### src/rtl/apb_pkg.sv
// ============================================================================
// Module      : apb_pkg
// Description : Shared register-map addresses and master FSM state encoding
// Revision    : 1.0 - initial release
// ============================================================================
`default_nettype none

package apb_pkg;

  localparam int unsigned ADDR_REGA = 5;
  localparam int unsigned ADDR_REGB = 10;
  localparam int unsigned ADDR_REGC = 15;
  localparam int unsigned ADDR_REGD = 20;

  typedef enum logic [1:0] {
    IDLE   = 2'd0,
    WAIT   = 2'd1,
    SETUP  = 2'd2,
    ACCESS = 2'd3
  } state_e;

endpackage

`default_nettype wire

### src/rtl/apb_slave_regs.sv
// ============================================================================
// Module      : apb_slave_regs
// Description : Zero-wait-state APB3 slave with four registers and error decode
// Revision    : 1.0 - initial release
// ============================================================================
`default_nettype none

module apb_slave_regs
  import apb_pkg::*;
#(
  parameter int               ADDR_W     = 32,
  parameter int               DATA_W     = 32,
  parameter logic [DATA_W-1:0] REGD_VALUE = DATA_W'(32'h0000_00AA)
) (
  input  logic              clk,
  input  logic              rst,
  input  logic              psel,
  input  logic              penable,
  input  logic              pwrite,
  input  logic [ADDR_W-1:0] paddr,
  input  logic [DATA_W-1:0] pwdata,
  output logic [DATA_W-1:0] prdata,
  output logic              pready,
  output logic              pslverr
);

  localparam logic [ADDR_W-1:0] c_addr_a = ADDR_W'(ADDR_REGA);
  localparam logic [ADDR_W-1:0] c_addr_b = ADDR_W'(ADDR_REGB);
  localparam logic [ADDR_W-1:0] c_addr_c = ADDR_W'(ADDR_REGC);
  localparam logic [ADDR_W-1:0] c_addr_d = ADDR_W'(ADDR_REGD);

  logic [DATA_W-1:0] r_reg_a;
  logic [DATA_W-1:0] r_reg_b;
  logic [DATA_W-1:0] r_reg_c;
  logic              w_access;
  logic              w_err;

  assign w_access = psel & penable;
  assign pready   = w_access;

  // regC is write-only and regD read-only; anything off-map also errors
  always_comb begin
    w_err = 1'b1;
    if (paddr == c_addr_a || paddr == c_addr_b) w_err = 1'b0;
    else if (paddr == c_addr_c)                 w_err = ~pwrite;
    else if (paddr == c_addr_d)                 w_err = pwrite;
  end

  assign pslverr = w_access & w_err;

  always_comb begin
    prdata = '0;
    if      (paddr == c_addr_a) prdata = r_reg_a;
    else if (paddr == c_addr_b) prdata = r_reg_b;
    else if (paddr == c_addr_d) prdata = REGD_VALUE;
  end

  always_ff @(posedge clk or negedge rst) begin
    if (!rst) begin
      r_reg_a <= '0;
      r_reg_b <= '0;
      r_reg_c <= '0;
    end else if (w_access && pwrite && !w_err) begin
      if (paddr == c_addr_a) r_reg_a <= pwdata;
      if (paddr == c_addr_b) r_reg_b <= pwdata;
      if (paddr == c_addr_c) r_reg_c <= pwdata;
    end
  end

endmodule

`default_nettype wire

### src/rtl/apb_master_slave_top.sv
// ============================================================================
// Module      : apb_master_slave_top
// Description : APB master FSM issuing single transfers to the internal slave
// Revision    : 1.0 - initial release
// ============================================================================
`default_nettype none

module apb_master_slave_top
  import apb_pkg::*;
#(
  parameter int                ADDR_W     = 32,
  parameter int                DATA_W     = 32,
  parameter logic [DATA_W-1:0] REGD_VALUE = DATA_W'(32'h0000_00AA)
) (
  input  logic              clk,
  input  logic              rst,
  input  logic              start_valid,
  input  logic              st_wr_rd,
  input  logic [DATA_W-1:0] wr_data,
  input  logic [ADDR_W-1:0] wr_addr,
  input  logic [ADDR_W-1:0] rd_addr,
  output logic [DATA_W-1:0] rd_data
);

  state_e            r_state;
  state_e            w_next;
  logic              r_dir;
  logic              r_pwrite;
  logic [ADDR_W-1:0] r_paddr;
  logic [DATA_W-1:0] r_pwdata;
  logic              w_psel;
  logic              w_penable;
  logic [DATA_W-1:0] w_prdata;
  logic              w_pready;
  logic              w_pslverr;
  logic              w_done;

  always_ff @(posedge clk or negedge rst) begin
    if (!rst) r_state <= IDLE;
    else      r_state <= w_next;
  end

  always_comb begin
    w_next    = r_state;
    w_psel    = 1'b0;
    w_penable = 1'b0;
    case (r_state)
      IDLE:   if (start_valid) w_next = WAIT;
      WAIT:   w_next = SETUP;
      SETUP: begin
        w_psel = 1'b1;
        w_next = ACCESS;
      end
      ACCESS: begin
        w_psel    = 1'b1;
        w_penable = 1'b1;
        if (w_pready) w_next = IDLE;
      end
      default: w_next = IDLE;
    endcase
  end

  assign w_done = (r_state == ACCESS) && w_pready;

  // Address/data are captured one cycle after the request, once the user side has settled
  always_ff @(posedge clk or negedge rst) begin
    if (!rst) begin
      r_dir    <= 1'b0;
      r_pwrite <= 1'b0;
      r_paddr  <= '0;
      r_pwdata <= '0;
      rd_data  <= '0;
    end else begin
      if (r_state == IDLE && start_valid) r_dir <= st_wr_rd;
      if (r_state == WAIT) begin
        r_paddr  <= r_dir ? wr_addr : rd_addr;
        r_pwdata <= wr_data;
        r_pwrite <= r_dir;
      end
      if (w_done && !r_pwrite && !w_pslverr) rd_data <= w_prdata;
    end
  end

  apb_slave_regs #(
    .ADDR_W     (ADDR_W),
    .DATA_W     (DATA_W),
    .REGD_VALUE (REGD_VALUE)
  ) u_slave (
    .clk     (clk),
    .rst     (rst),
    .psel    (w_psel),
    .penable (w_penable),
    .pwrite  (r_pwrite),
    .paddr   (r_paddr),
    .pwdata  (r_pwdata),
    .prdata  (w_prdata),
    .pready  (w_pready),
    .pslverr (w_pslverr)
  );

endmodule

`default_nettype wire

### config.mk
export PLATFORM = sky130hd
export DESIGN_NAME = apb_master_slave_top
export DESIGN_NICKNAME = d
export VERILOG_FILES = /design/src/rtl/apb_pkg.sv /design/src/rtl/apb_slave_regs.sv /design/src/rtl/apb_master_slave_top.sv
export SDC_FILE = /design/constraint.sdc
export NUM_CORES = 1
export LEC_CHECK = 0
export CORE_ASPECT_RATIO = 1.4
export CORE_MARGIN = 10
export CORE_UTILIZATION = 36
export DETAILED_ROUTE_END_ITERATION = 7
export HOLD_SLACK_MARGIN = 0.15
export PLACE_DENSITY = 0.68
export SYNTH_ARGS = -nofsm -noshare
export SYNTH_HDL_FRONTEND = slang
export SYNTH_SLANG_ARGS = --single-unit
export TNS_END_PERCENT = 30
### constraint.sdc
create_clock -name clk -period 3.4 [get_ports clk]
set_clock_uncertainty 0.1 [all_clocks]
set_input_delay 0.51 -clock clk [delete_from_list [all_inputs] [get_ports clk]]
set_output_delay 0.51 -clock clk [all_outputs]
set_load 0.02 [all_outputs]
-- Word level (Yosys, flattened, before mapping)
Index checks and enable logic that the tools add are counted.
- multiplexer cells: 12
- multiply operators: 0
- shifts and indexed selects: 0
- div/mod/pow operators: 0
- magnitude comparators: 0
- reductions and logical operators: 15
- bitwise logic cells: 3
- equal/unequal tests: 9
- add/sub/neg operators: 0
- operator list (cell ; count):
    32-bit 2-to-1 mux ; 3
    32-bit by 4-bit == test with 1-bit output (second input constant) ; 2
    32-bit by 3-bit == test with 1-bit output (second input constant) ; 1
    32-bit by 5-bit == test with 1-bit output (second input constant) ; 1
    8-bit 2-to-1 mux ; 1
    2-bit case mux with 4 select lines ; 1
    1-bit logical AND ; 6
    2-bit AND reduction ; 3
    1-bit 2-to-1 mux ; 5
    2-bit == test (second input constant) ; 2
    2-bit 2-to-1 mux ; 2
    1-bit logical NOT ; 3
    1-bit AND ; 2
    2-bit by 1-bit == test with 1-bit output (second input constant) ; 1
    2-bit logical NOT ; 1
    2-bit by 1-bit != test with 1-bit output (second input constant) ; 1
    2-bit != test (second input constant) ; 1
    2-bit OR reduction ; 1
    1-bit logical OR ; 1
    1-bit inverter ; 1
- output and inout bits: 32
- word-level logic and storage cells: 47
- flip-flop bits (word level): 164
- latch bits: 0
- memory bits (read-only): 0
- input port bits: 100
- memory bits (writable): 0
- memories kept: 0

-- Logic depth before layout (Yosys ltp)
Gate-level depths: netlist of run 1.
- word-level depth: 7
- mapped depth: 7
- mapped depth without buffers: 6

-- Hierarchy
Synthesis of run 1 repeated with hierarchy kept, for this count alone.
- cell total of the unflattened synthesis: 512
- area, all modules: 7226.9 um^2
- by module, submodules not included (module ; area an instance (um^2) ; cells each ; sequential area each (um^2) ; instances):
    apb_master_slave_top ; 4095.2 ; 297 ; 2502.4 ; 1
    apb_slave_regs ; 3131.8 ; 215 ; 1601.5 ; 1

-- Worst setup path before layout of run 1
Ideal clock, no wire load.
- path type: reg2reg
- from: register r_paddr[5]
- to: register rd_data[10]
- setup slack: 1.101 ns
- required time: 3.175 ns
- period minus slack after synthesis: 2.299 ns
- library setup time: 0.125 ns
- path buffers: 1
- cell stages (with the launch flop): 7
- arrival: 2.074 ns
- cell sequence: dfrtp_1 nor4_4 o21ai_1 a211o_1 a211oi_4 buf_6 mux2_2
- longest elaborated chain between the ends: 7
- elaborated cells on any way between the ends: 13
- those cells by class: eq/ne: 4; mux: 5; bitwise: 1; reduce/logical: 3
- RTL lines (what ; RTL line ; text):
    start, declared ; apb_master_slave_top.sv:29 ; logic [ADDR_W-1:0] r_paddr;
    start signal, assigned ; apb_master_slave_top.sv:76 ; r_paddr <= r_dir ? wr_addr : rd_addr;
    32-bit by 5-bit == test with 1-bit output ; apb_slave_regs.sv:46 ; else if (paddr == c_addr_d) w_err = pwrite;
    1-bit 2-to-1 mux ; apb_slave_regs.sv:46 ;
    1-bit 2-to-1 mux ; apb_slave_regs.sv:45 ; else if (paddr == c_addr_c) w_err = ~pwrite;
    1-bit 2-to-1 mux ; apb_slave_regs.sv:44 ; if (paddr == c_addr_a || paddr == c_addr_b) w_err = 1'b0;
    1-bit AND ; apb_slave_regs.sv:49 ; assign pslverr = w_access & w_err;
    1-bit logical NOT ; apb_master_slave_top.sv:80 ; if (w_done && !r_pwrite && !w_pslverr) rd_data <= w_prdata;
    1-bit logical AND ; apb_master_slave_top.sv:80 ;
    end signal, assigned ; apb_master_slave_top.sv:80 ;
    end, declared ; apb_master_slave_top.sv:22 ; output logic [DATA_W-1:0] rd_data
Parallel ways exist; a longest one is shown, timed or not.
A chain may end at the register's enable or synchronous reset.

-- Worst setup path in the final report of run 1
- from: register r_paddr[25]
- to: register u_slave.r_reg_b[16]
- longest elaborated chain between the ends: 7
- elaborated cells on any way between the ends: 11
- those cells by class: eq/ne: 4; mux: 3; reduce/logical: 4
- RTL lines (what ; RTL line ; text):
    32-bit by 5-bit == test with 1-bit output ; apb_slave_regs.sv:46 ;
    1-bit 2-to-1 mux ; apb_slave_regs.sv:46 ;
    1-bit 2-to-1 mux ; apb_slave_regs.sv:45 ;
    1-bit 2-to-1 mux ; apb_slave_regs.sv:44 ;
    1-bit logical NOT ; apb_slave_regs.sv:63 ; end else if (w_access && pwrite && !w_err) begin
    1-bit logical AND ; apb_slave_regs.sv:63 ;
    2-bit AND reduction (no source line) * ; n/a ;
    end signal, assigned ; apb_slave_regs.sv:65 ; if (paddr == c_addr_b) r_reg_b <= pwdata;
    end, declared ; apb_slave_regs.sv:33 ; logic [DATA_W-1:0] r_reg_b;
Every way passes the cells marked *; elsewhere a longest branch is shown, timed or not.

==> run_results.csv, run 1 <==
group,metric,value,unit
worst_hold_path,min_path_type,"reg2reg",
floorplan,ios,132,
logic_synthesis,synth_top_family_by_area,"multiplexers",
critical_path,critPathSlowestCell,"nor4_1",
drt,dr_total_vias,4502,
drt,drt_iter0_drc,201,
timing,setup_viol_count_final,0,
logic_synthesis,synth_xor_xnor_area_share,0,
run_status,status,"finished clean",
flow_run,drv_cap,0,
timing,maxSlewHeadroom,0.379,
timing,worst_pin_slew,0.932,ns
cts,cts_buffers,17,
critical_path,crit_family,"simple AND/OR/NAND/NOR gates",
cells_and_area,nFillCells,1707,
cts,cts.sinks,164,
grt,grt_max_degree,68,
cts,insertion_delay,0.43,ns
critical_path,rr_endpoint,"u_slave.r_reg_b[16]",
critical_path,end_kind,"flop",
critical_path,startpoint,"r_paddr[25]",
cells_and_area,postLayoutCellArea,9270,µm²
grt,grt_pass1_wl,25.8,mm
placement,post-dp-hpwl,11.5,mm
floorplan,coreArea,19100,µm²
logic_synthesis,synth_edf_count,0,
logic_synthesis,avgSynthCellArea,13.9,µm²
critical_path,required,3.60,ns
cts,cts_tree,"yes",
timing,final_max_slew_viol_count,0,
critical_path,rr_worst_depth,6,
placement,place_inst,863,
drt,routedWlPerCell,18.1,µm
cells_and_area,fin_nets,741,
grt,grt_pass1_vias,5096,
logic_synthesis,muxShareOfSynthArea,0.257,
floorplan,die_h,185,µm
critical_path,worstPathMaxFanout,25,
logic_synthesis,synth_cell_type_count,34,
grt,grt_antenna_before_repair,1,
floorplan,die_w,138,µm
logic_synthesis,ys_seq_area_frac,0.587,
placement,dpl_worst_slack,0.650,ns
critical_path,crit_cells,6,
cells_and_area,utilization,0.484,
timing,finalHoldViolations,0,
grt,grt_overflow_total,0,
logic_synthesis,syn_inst,504,
drt,dr.pass1.iters,4,
cts,post_cts_buffers,0,
drt,avgViaCountPerCell,5.01,
grt,grtUsageTotal,0.130,
placement,place_area,8610,µm²
logic_synthesis,synth_adder_area_share,0.0107,
drt,route.detailed.drc,0,
logic_synthesis,synthSimpleGateAreaFrac,0.0490,
timing,rsz0062_at_grt,"no",
critical_path,critPathLaunchType,"flop",
logic_synthesis,async_flop_share,1.00,
critical_path,rrSetupSlack,0.65,ns
timing,max_freq,0.364,GHz
power_and_ir_drop,total_power,6.26,mW
critical_path,reg2reg_from,"r_paddr[25]",
cells_and_area,drive_gt1_frac,0.265,
logic_synthesis,syn_area,6990,µm²
drt,ant_nets,0,
critical_path,critical-path-max-stage-delay,0.53,ns
timing,post-route-period-util,0.809,
cts,htree_levels,4,
drt,wl,16.3,mm
cells_and_area,final_cells,898,
critical_path,crit_type,"reg2reg",
cells_and_area,area_growth,32.6,%
cts,root_buffer,"clkbuf_16",
critical_path,cp_data_arrival_time,2.95,ns
cts,clk_pin_slew_worst_paths,0.06,ns
power_and_ir_drop,peakVddDrop,0.000422,V
timing,setup_ws,0.651,ns
critical_path,endpoint,"u_slave.r_reg_b[16]",
logic_synthesis,synth-compound-area-share,0.0741,
critical_path,path_buf_inv,1,
cts,clk_path_buf_depth,2,
timing,min_period,2.75,ns
floorplan,start_util,0.365,
logic_synthesis,synth_seq_cells,164,
floorplan,num_rows,60,
logic_synthesis,synthesis.nets,610,
logic_synthesis,synth_ff_type,"dfrtp_1",
logic_synthesis,yosysWarnings,0,
power_and_ir_drop,p_leak,4.21,nW
power_and_ir_drop,powerDensity,675,nW/µm²
placement,gp_congestion,0.730,
timing,fin_tns_setup,0,ns
critical_path,worstPathCellList,"nor4_1, and2_1, nand2_1, nor3_4, buf_12, mux2_2",
timing,holdWs,0.393,ns
floorplan,die_area,25500,µm²
placement,io_buffers,131,
-- cells in the final DEF (no fill, tap or decap), types with 5 or more instances in the layout --
cell	synthesis	layout
a21oi_1	33	33
a22o_1	28	28
buf_4	0	6
bufinv_16	0	5
clkbuf_16	0	17
clkdlybuf4s50_1	0	130
dfrtp_1	164	163
ha_1	6	5
mux2_1	6	6
mux2_2	125	125
mux2i_1	32	32
nand2_1	5	5
nor2_1	37	37
nor4_1	6	6
-- registers in the layout, summed over array words and instances (netlist names) --
name and flops:
rd_data 32, r_dir 1, u_slave.r_reg_a 32, r_pwdata 32, r_state 2, r_paddr 32, r_pwrite 1, u_slave.r_reg_b 32
-- layer usage --
metal | vias to the layer above | global-route usage | share of wire
met5 | - | 0 | 0
met4 | 0 | 0.0606 | 0.025
met3 | 21 | 0.0366 | 0.054
met2 | 107 | 0.232 | 0.54
met1 | 2286 | 0.137 | 0.38
li1 | 2088 | - | -
-- where the power goes --
group          leakage [nW]  switching [mW]  internal (mW)
sequential             2.11           0.401           2.37
clock                 0.316           0.735           1.34
combinational          1.79           0.642          0.764
-- cells by family after synthesis --
group / count (synthesis)
simple gates: 64
flops: 164
mux: 163
fa+ha+maj: 6
buf+inv: 33
compound gates: 74
-- cell type report --
type                    instances  area (µm²)  share of cell area
well taps                     248         310              0.0335
clock buffers                  23         468              0.0505
inverters                       4        15.0             0.00162
multi-input cells             307        2760               0.298
repair buffers                141        1430               0.154
clock inverters                 9         174              0.0188
flip-flops and latches        164        4110               0.443
diodes                          2        5.00            0.000540
-- cell usage after synthesis, drive strengths merged, types with 2 or more instances --
library cell,instances,share of area
a22oi,4,0.0043
clkbuf,15,0.0081
nor3,4,0.0050
and4bb,2,0.0036
ha,6,0.011
a22o,28,0.035
dfrtp,164,0.59
nor2,37,0.020
inv,4,0.0021
and3,3,0.0027
nand2,5,0.0027
a21o,4,0.0043
mux2,131,0.21
buf,14,0.012
a21oi,33,0.024
nor4,7,0.0084
mux2i,32,0.046
-- worst min-delay path by stage --
stage,from,to,slack (ns),cells past startpoint
final,u_slave.r_reg_b[7],u_slave.r_reg_b[7],0.39,1
after CTS,u_slave.r_reg_b[5],u_slave.r_reg_b[5],0.39,1
after global placement,u_slave.r_reg_b[3],u_slave.r_reg_b[3],0.37,1
after floorplan,rst,r_dir,0.11,0
after global routing,rd_data[29],rd_data[29],0.41,1
after detailed placement,u_slave.r_reg_b[5],u_slave.r_reg_b[5],0.38,1
-- timing repair --
action / in CTS / in global routing
endpoints found under the hold margin: 57 / 0
hold buffers: 1 / 0
resized for setup: 0 / 0
Note: power is estimated with default switching activity, not from simulation.
==> inputs of run 2 (changes only) <==
- PLACE_DENSITY: 0.68 -> 0.7
- clock period: 3.4 -> 2.3 ns (I/O delays scaled with it)
==> run_results.csv, run 2 (same netlist as run 1, synthesis figures left out) <==
group,metric,value,unit
run_status,status,"complete, but fails checks",
run_status,violations,"negative setup slack",
timing,setup_ws,-0.0544,ns
floorplan,die_w,138,µm
grt,grt_antenna_before_repair,0,
drt,wl,17.1,mm
cells_and_area,area_growth,37.7,%
grt,grt_pass1_wl,27.0,mm
placement,io_buffers,131,
cells_and_area,nFillCells,1666,
power_and_ir_drop,p_leak,4.37,nW
timing,holdWs,0.348,ns
timing,rsz0062_at_grt,"yes",
timing,max_freq,0.425,GHz
cts,insertion_delay,0.42,ns
critical_path,worstPathMaxFanout,7,
floorplan,die_area,25500,µm²
cells_and_area,most-common-layout-cells,"dfrtp_1, clkdlybuf4s50_1, mux2_2",
placement,post-dp-hpwl,12.3,mm
worst_hold_path,min_path_type,"in2async",
floorplan,num_rows,60,
critical_path,critical-path-max-stage-delay,0.39,ns
power_and_ir_drop,total_power,9.24,mW
floorplan,coreArea,19100,µm²
cells_and_area,diodes,0,
cts,clk_path_buf_depth,2,
drt,dr.pass1.iters,5,
drt,avgViaCountPerCell,5.00,
critical_path,end_kind,"flop",
grt,grt_pass1_vias,5258,
drt,drt_iter0_drc,191,
critical_path,required,2.50,ns
timing,fin_tns_setup,-0.748,ns
power_and_ir_drop,peakVddDrop,0.000650,V
critical_path,rrSetupSlack,-0.05,ns
placement,dpl_worst_slack,-0.181,ns
floorplan,die_h,185,µm
cells_and_area,fin_nets,765,
power_and_ir_drop,powerDensity,961,nW/µm²
cells_and_area,drive_gt1_frac,0.302,
floorplan,start_util,0.365,
grt,grtUsageTotal,0.135,
drt,route.detailed.drc,0,
cts,root_buffer,"clkbuf_16",
cells_and_area,utilization,0.503,
timing,post-route-period-util,1.02,
cells_and_area,seqCellArea,4110,µm²
cells_and_area,mostFrequentLayoutCell,"dfrtp_1",
flow_run,drv_cap,0,
critical_path,startpoint,"r_paddr[30]",
timing,finalHoldViolations,0,
cells_and_area,multi_input_area,2920,µm²
cts,htree_levels,4,
critical_path,cp_data_arrival_time,2.55,ns
cts,cts.sinks,164,
cts,clk_pin_slew_worst_paths,0.07,ns
cts,cts_tree,"yes",
grt,grt_overflow_total,0,
timing,final_max_slew_viol_count,0,
drt,dr_total_vias,4599,
placement,gp_congestion,0.785,
critical_path,reg2reg_from,"r_paddr[30]",
timing,min_period,2.35,ns
timing,maxSlewHeadroom,0.687,
drt,ant_nets,0,
timing,setup_viol_count_final,32,
cts,cts_buffers,17,
critical_path,worstPathCellList,"nor4_2, buf_4, nand2_4, a211o_1, a211oi_4, buf_6, clkbuf_16, mux2_2",
drt,routedWlPerCell,18.6,µm
critical_path,critPathSlowestCell,"dfrtp_1",
grt,grt_max_degree,51,
critical_path,critPathLaunchType,"flop",
timing,worst_pin_slew,0.470,ns
critical_path,crit_type,"reg2reg",
floorplan,ios,132,
[run 2: changes by cell type in the layout (fill, tap and decap cells not counted), moves of 4 or more]
cell       change
buf_4         +16
mux2_4        +26
bufinv_16      -4
buf_12         +5
nor4_2         +4
mux2_2        -26
nor4_1         -6
[run 2: per-stage QoR]
stage	instance area, µm²	instances
3_3_place_gp	8810	881
5_1_grt	9620	920
3_5_place_dp	8810	881
6_report	9620	920
2_1_floorplan	6990	504
4_1_cts	9530	917
[run 2: area by class of cell]
| type | instances | area share |
|---|---|---|
| clock buffer | 24 | 0.0501 |
| timing repair buffer | 165 | 0.178 |
| tap | 248 | 0.0322 |
| clock inverter | 8 | 0.00806 |
| sequential | 164 | 0.427 |
| inverter | 4 | 0.00156 |
| multi-input combinational | 307 | 0.304 |
[run 2: critical path: cells and delay by family, from the launching register on]
family | cells | cell delay, ns
buffers and inverters | 3 | 0.53
multiplexers | 1 | 0.33
AO/OA/AOI/OAI | 2 | 0.53
AND/OR/NAND/NOR | 2 | 0.36
flip-flops | 1 | 0.39
[run 2: final timing paths]
check,endpoint,depth (start not counted)
min in group clk,rd_data[5],1
setup reg to reg,rd_data[16],8
hold / removal,r_pwdata[26],2
hold reg to reg,rd_data[5],1
max in group asynchronous,r_paddr[16],3
setup / recovery,rd_data[16],8
[run 2: power breakdown]
| part | internal, mW | switching, mW | leakage (nW) |
|---|---|---|---|
| clock network | 1.57 | 1.08 | 0.270 |
| registers | 3.51 | 0.590 | 2.11 |
| logic | 1.35 | 1.13 | 1.99 |
[run 2: timing repair]
item | in CTS | in global routing
cloned | 1 | 1
endpoints found under the hold margin | 46 | 0
buffers inserted | 2 | 2
endpoints found under the setup margin | 81 | 96
pin swaps | 6 | 2
gates resized for setup | 26 | 12
hold buffers | 1 | 0
[run 2: routing by layer]
metal,GRT usage,wire (µm),up-vias
met2,0.253,9660,96
met5,0,0,-
met4,0.0452,313,0
met1,0.140,6460,2348
li1,-,-,2136
met3,0.0334,687,19
